==> config.mk <==
export PLATFORM = sky130hd
export DESIGN_NAME = life_ctrl_16x16
export DESIGN_NICKNAME = d
export VERILOG_FILES = /design/src/rtl/life_ctrl_16x16.sv
export SDC_FILE = /design/constraint.sdc
export NUM_CORES = 1
export LEC_CHECK = 0
export ABC_AREA = 1
export CORE_MARGIN = 2
export CORE_UTILIZATION = 55
export CTS_BUF_LIST = sky130_fd_sc_hd__clkbuf_4
export CTS_CLUSTER_SIZE = 12
export DETAILED_ROUTE_END_ITERATION = 6
export PLACE_DENSITY = 0.87
export SYNTH_ARGS = -nofsm -noshare
export SYNTH_HDL_FRONTEND = slang
export SYNTH_SLANG_ARGS = --single-unit
==> constraint.sdc <==
create_clock -name clk -period 7.3 [get_ports clk]
set_input_delay 1.095 -clock clk [delete_from_list [all_inputs] [get_ports clk]]
set_output_delay 1.095 -clock clk [all_outputs]
set_load 0.1 [all_outputs]
==> src/rtl/life_ctrl_16x16.sv <==
// Controller for a 16x16 cellular-automaton array: streams a pattern in, steps
// generations (on demand or on a run timer) and streams the rows back out.
module life_ctrl_16x16 #(
    parameter int PERIOD_W = 24
) (
    input  logic                clk,
    input  logic                reset,
    input  logic                load_start,
    input  logic [15:0]         load_data,
    input  logic                load_valid,
    output logic                load_ready,
    input  logic                run,
    input  logic                single,
    input  logic [PERIOD_W-1:0] period,
    input  logic                dump_req,
    output logic [15:0]         out_row,
    output logic [3:0]          out_idx,
    output logic                out_valid,
    input  logic                out_ready,
    output logic [15:0]         arr_vali,
    output logic [3:0]          arr_vali_sel,
    output logic                arr_write_enb,
    output logic                arr_step,
    output logic [3:0]          arr_valo_sel,
    input  logic [15:0]         arr_valo,
    output logic [15:0]         gen_count,
    output logic                busy,
    output logic [1:0]          state_dbg
);

    // Stream handshakes: a beat transfers on the rising edge where valid and
    // ready are both high; the source holds its data stable until then.

    typedef enum logic [1:0] {
        S_IDLE = 2'd0,
        S_LOAD = 2'd1,
        S_STEP = 2'd2,
        S_DUMP = 2'd3
    } state_t;

    state_t              state;
    state_t              next_state;
    logic [3:0]          row_idx;
    logic [PERIOD_W-1:0] timer;
    logic [PERIOD_W-1:0] period_m1;
    logic                timer_fire;
    logic                pending;
    logic                pend_run;
    logic                pending_n;
    logic                pend_run_n;

    assign period_m1  = (period == '0) ? '0 : period - 1'b1;
    assign timer_fire = run && (timer >= period_m1);

    always_ff @(posedge clk or posedge reset) begin
        if (reset) begin
            state <= S_IDLE;
        end else begin
            state <= next_state;
        end
    end

    always_comb begin
        next_state = state;
        arr_step   = 1'b0;
        busy       = 1'b1;
        case (state)
            S_IDLE: begin
                busy = 1'b0;
                if (load_start) begin
                    next_state = S_LOAD;
                end else if (dump_req) begin
                    next_state = S_DUMP;
                end else if (pending) begin
                    next_state = S_STEP;
                end
            end
            // load_ready falls with the final write pulse; leave once it is low
            S_LOAD: begin
                if (!load_ready) begin
                    next_state = S_IDLE;
                end
            end
            S_STEP: begin
                arr_step   = 1'b1;
                next_state = S_IDLE;
            end
            S_DUMP: begin
                if (out_valid && out_ready && (row_idx == 4'hF)) begin
                    next_state = S_IDLE;
                end
            end
            default: next_state = S_IDLE;
        endcase
    end

    assign state_dbg = state;

    // A single request survives run going low; a timer-sourced one does not.
    always_comb begin
        pending_n  = pending;
        pend_run_n = pend_run;
        if (state == S_STEP) begin
            pending_n  = 1'b0;
            pend_run_n = 1'b0;
        end
        if (!pending_n) begin
            if (single) begin
                pending_n  = 1'b1;
                pend_run_n = 1'b0;
            end else if (timer_fire) begin
                pending_n  = 1'b1;
                pend_run_n = 1'b1;
            end
        end
        if (!run && pend_run_n) begin
            pending_n  = 1'b0;
            pend_run_n = 1'b0;
        end
    end

    always_ff @(posedge clk or posedge reset) begin
        if (reset) begin
            timer    <= '0;
            pending  <= 1'b0;
            pend_run <= 1'b0;
        end else begin
            pending  <= pending_n;
            pend_run <= pend_run_n;
            if (!run || timer_fire) begin
                timer <= '0;
            end else begin
                timer <= timer + 1'b1;
            end
        end
    end

    always_ff @(posedge clk or posedge reset) begin
        if (reset) begin
            row_idx       <= '0;
            load_ready    <= 1'b0;
            arr_write_enb <= 1'b0;
            arr_vali      <= '0;
            arr_vali_sel  <= '0;
            arr_valo_sel  <= '0;
            out_row       <= '0;
            out_idx       <= '0;
            out_valid     <= 1'b0;
            gen_count     <= '0;
        end else begin
            arr_write_enb <= 1'b0;
            case (state)
                S_IDLE: begin
                    if (next_state == S_LOAD) begin
                        row_idx    <= '0;
                        load_ready <= 1'b1;
                    end else if (next_state == S_DUMP) begin
                        row_idx      <= '0;
                        arr_valo_sel <= '0;
                    end
                end
                S_LOAD: begin
                    if (load_valid && load_ready) begin
                        arr_write_enb <= 1'b1;
                        arr_vali      <= load_data;
                        arr_vali_sel  <= row_idx;
                        row_idx       <= row_idx + 1'b1;
                        if (row_idx == 4'hF) begin
                            load_ready <= 1'b0;
                            gen_count  <= '0;
                        end
                    end
                end
                S_STEP: begin
                    gen_count <= gen_count + 1'b1;
                end
                S_DUMP: begin
                    // Capture in the cycle after the read select settles.
                    if (!out_valid) begin
                        out_row   <= arr_valo;
                        out_idx   <= row_idx;
                        out_valid <= 1'b1;
                    end else if (out_ready) begin
                        out_valid    <= 1'b0;
                        row_idx      <= row_idx + 1'b1;
                        arr_valo_sel <= row_idx + 1'b1;
                    end
                end
                default: ;
            endcase
        end
    end

endmodule

==> impl_metrics.yaml <==
status:
  status: "completed"
synthesis:
  postSynthAreaPerCell_um2: 8.05
  synth-compound-area-share_pct: 7.77
  synthSimpleGateAreaFrac_pct: 29.8
  synth_top_family_by_area: "simple AND/OR/NAND/NOR gates"
  syn_inst: 696
  yosys_warnings: 0
  synth_xor_area_share_pct: 3.59
  synth_edf_count: 0
  synth-seq-area-share_pct: 42.4
  ys_types: 45
  yosys.area_share.adder_pct: 6.47
  ys_ff_latch: 95
  synth_mux_area_share_pct: 3.21
  synth.area.top_cells: "dfrtp_1, nand2_1, ha_1"
  syn_area_um2: 5610
  async_flop_share_pct: 100
  synth_top_flop_cell: "dfrtp_1"
  synth_largest_area_cell: "dfrtp_1"
  synth_top_area_share_pct: 42.4
  synth_nets: 789
clock_tree:
  htreeDepth: 3
  insertion_delay_ns: 0.45
  cts-root-buf: "clkbuf_4"
  tritoncts: "built"
  clkSinkCount: 95
  cts.clk_slew.worst_paths_ns: 0.15
  hold_buffers: 0
  cts_buffers: 9
  post_cts_resize_count: 0
  postCtsSetupBuffers: 0
  cts_buffer_depth: 2
sta:
  fin_crit_sh_pct: 58.5
  rsz0062_at_grt: "no"
  clock.fmax_ghz: 0.234
  slew-limit-headroom_pct: 28.0
  timing.setup.tns_ns: 0
  setup_violations: 0
  period_needed_ns: 4.27
  setup_ws_ns: 3.03
  finalHoldViolCount: 0
  drv_slew: 0
  clock_skew_ns: 0.0137
  worstMarginPinSlew_ns: 1.08
  holdWs_ns: 0.484
grt:
  overflow: 0
  antenna_found_initial: 0
  grt_max_degree: 67
  grt_usage_pct: 26.8
  grt_pass1_vias: 5272
  grt_pass1_wl_um: 24200
die:
  fp-row-count: 36
  die_w_um: 105
  dieArea_um2: 11000
  die_h_um: 105
  coreArea_um2: 9820
  start_util_pct: 57.1
  ios: 131
worst_setup_path:
  critical_path.top_delay_family: "simple AND/OR/NAND/NOR gates"
  cp_slowest_cell: "clkdlybuf4s50_1"
  cp.required_ns: 7.67
  arrival_ns: 4.64
  cp_num_buf_inv: 7
  critPathMaxFanout: 17
  regToRegSetupSlack_ns: 4.89
  r2r_start: "state_dbg[0]"
  critPathKind: "in2reg"
  reg2reg_depth: 4
  critPathMaxStageDelay_ns: 0.48
  end_kind: "flop"
  worstSetupStartpointType: "input pin"
  crit_top_cell: "nand2_1"
  r2r-end: "out_row[12]"
routing:
  vias: 5185
  drtIter0Drc: 326
  drc: 0
  wl_per_cell_um: 14.4
  via_per_inst: 5.36
  ant_nets: 0
  met3_length_um: 953
  wl_met1_um: 5660
  topRoutingLayerUsed: "met4"
  finalWirelength_um: 14000
  met2_length_um: 7180
  dr.pass1.iters: 4
layout:
  fin_nets: 923
  fin_area_um2: 7180
  final_cells: 968
  drive_above_1_share_pct: 9.34
  n_fill_cell: 748
  post-route-util_pct: 73.2
  n_antenna_cell: 0
  area_growth_pct: 28.2
pwr:
  power_density_nw_per_um2: 360
  power.leakage_nw: 3.43
  ir_worst_vdd_mv: 0.273
  finalPower_mw: 2.59
hold_path:
  hold_end: "gen_count[15]"
  hp-class: "reg2reg"
  hold_depth: 1
  min_from: "gen_count[15]"
placed_design:
  dp_cells: 952
  dp_slack_ns: 2.67
  place_hpwl_um: 11000
  place_area_um2: 7040
  numPortBuffers: 130
  globalplace.congestion: 0.958
job:
  drv_cap: 0
==> cells by family after synthesis <==
| group | after synthesis |
|---|---|
| flip-flops | 95 |
| adder cells (fa/ha/maj) | 29 |
| buffers and inverters | 99 |
| AND/OR/NAND/NOR | 356 |
| multiplexers | 16 |
| AO/OA/AOI/OAI | 78 |
| XOR/XNOR | 23 |
==> Yosys cell counts, types with 2 or more instances <==
cell type and n:
o21ai_1 2, nor3_1 18, inv_2 12, nor2_1 64
a21boi_0 2, mux2_2 16, xnor2_1 6, dfrtp_1 95
nand2_4 2, clkinv_1 2, inv_1 77, nand2_1 184
clkbuf_1 4, o21ai_0 35, nand3b_1 2, buf_2 3
nor3_2 3, or2_2 3, nor2_4 8, nand3_1 43
nand2_2 3, ha_1 29, o21a_1 4, o22ai_1 4
xor2_1 17, nand4_1 8, nor2_2 6, a21oi_1 23
nor4_1 4, o211ai_1 2
==> sequential cells by signal, indices dropped and copies added, names as in the netlist, 2 cells and up <==
register and cells:
timer 24, state_dbg 2, gen_count 16, out_row 16, row_idx 4, arr_vali_sel 4, arr_valo_sel 4, out_idx 4
arr_vali 16
==> worst max path at each step <==
stage	start	endpoint	cells past startpoint
2_1_floorplan	period[0]	timer[21]	22
3_3_place_gp	period[0]	timer[10]	25
3_5_place_dp	period[0]	timer[10]	25
4_1_cts	period[0]	timer[10]	25
5_1_grt	period[0]	timer[10]	25
6_report	period[0]	timer[10]	25
==> report_power, final <==
group          switching (mW)  internal (mW)
clock                   0.175          0.112
sequential              0.101          0.663
combinational            1.19          0.352
==> worst reg2reg max path: stages, from the launching register on <==
cell	delay (ns)
dfrtp_1	0.69
nand2_1	0.31
inv_2	0.15
nand2_1	0.63
mux2_2	0.55
==> cell type report <==
class / count / area, um^2 / area share, %
well taps: 133 / 166 / 2.32
flip-flops and latches: 95 / 2380 / 33.1
repair buffers: 131 / 1310 / 18.2
inverters: 91 / 343 / 4.77
multi-input cells: 502 / 2850 / 39.7
clock inverters: 5 / 57.6 / 0.801
clock buffers: 11 / 82.6 / 1.15
==> routing by layer <==
metal,vias to the layer above,GRT usage (%)
met4,0,6.95
met3,29,6.30
met2,184,46.9
met1,2451,33.2
met5,-,0
li1,2521,-
==> cell usage in the layout, fill, tap and decap left out, types with 3 or more instances in the layout <==
| master | synthesis | final |
|---|---|---|
| nor3_2 | 3 | 3 |
| nor2_1 | 64 | 64 |
| a21oi_1 | 23 | 23 |
| clkbuf_4 | 0 | 11 |
| ha_1 | 29 | 29 |
| nor4_1 | 4 | 4 |
| nor3_1 | 18 | 18 |
| nor2_2 | 6 | 6 |
| nand2_2 | 3 | 3 |
| clkinv_1 | 2 | 3 |
| o21a_1 | 4 | 4 |
| nand2_1 | 184 | 184 |
| nor2_4 | 8 | 8 |
| clkdlybuf4s50_1 | 0 | 130 |
| nand3_1 | 43 | 43 |
| mux2_2 | 16 | 16 |
| nand4_1 | 8 | 8 |
| o22ai_1 | 4 | 4 |
| o21ai_0 | 35 | 35 |
| inv_1 | 77 | 76 |
| inv_2 | 12 | 12 |
| xnor2_1 | 6 | 6 |
| or2_2 | 3 | 3 |
| dfrtp_1 | 95 | 95 |
| xor2_1 | 17 | 17 |
Note: power is estimated with default switching activity, not from simulation.
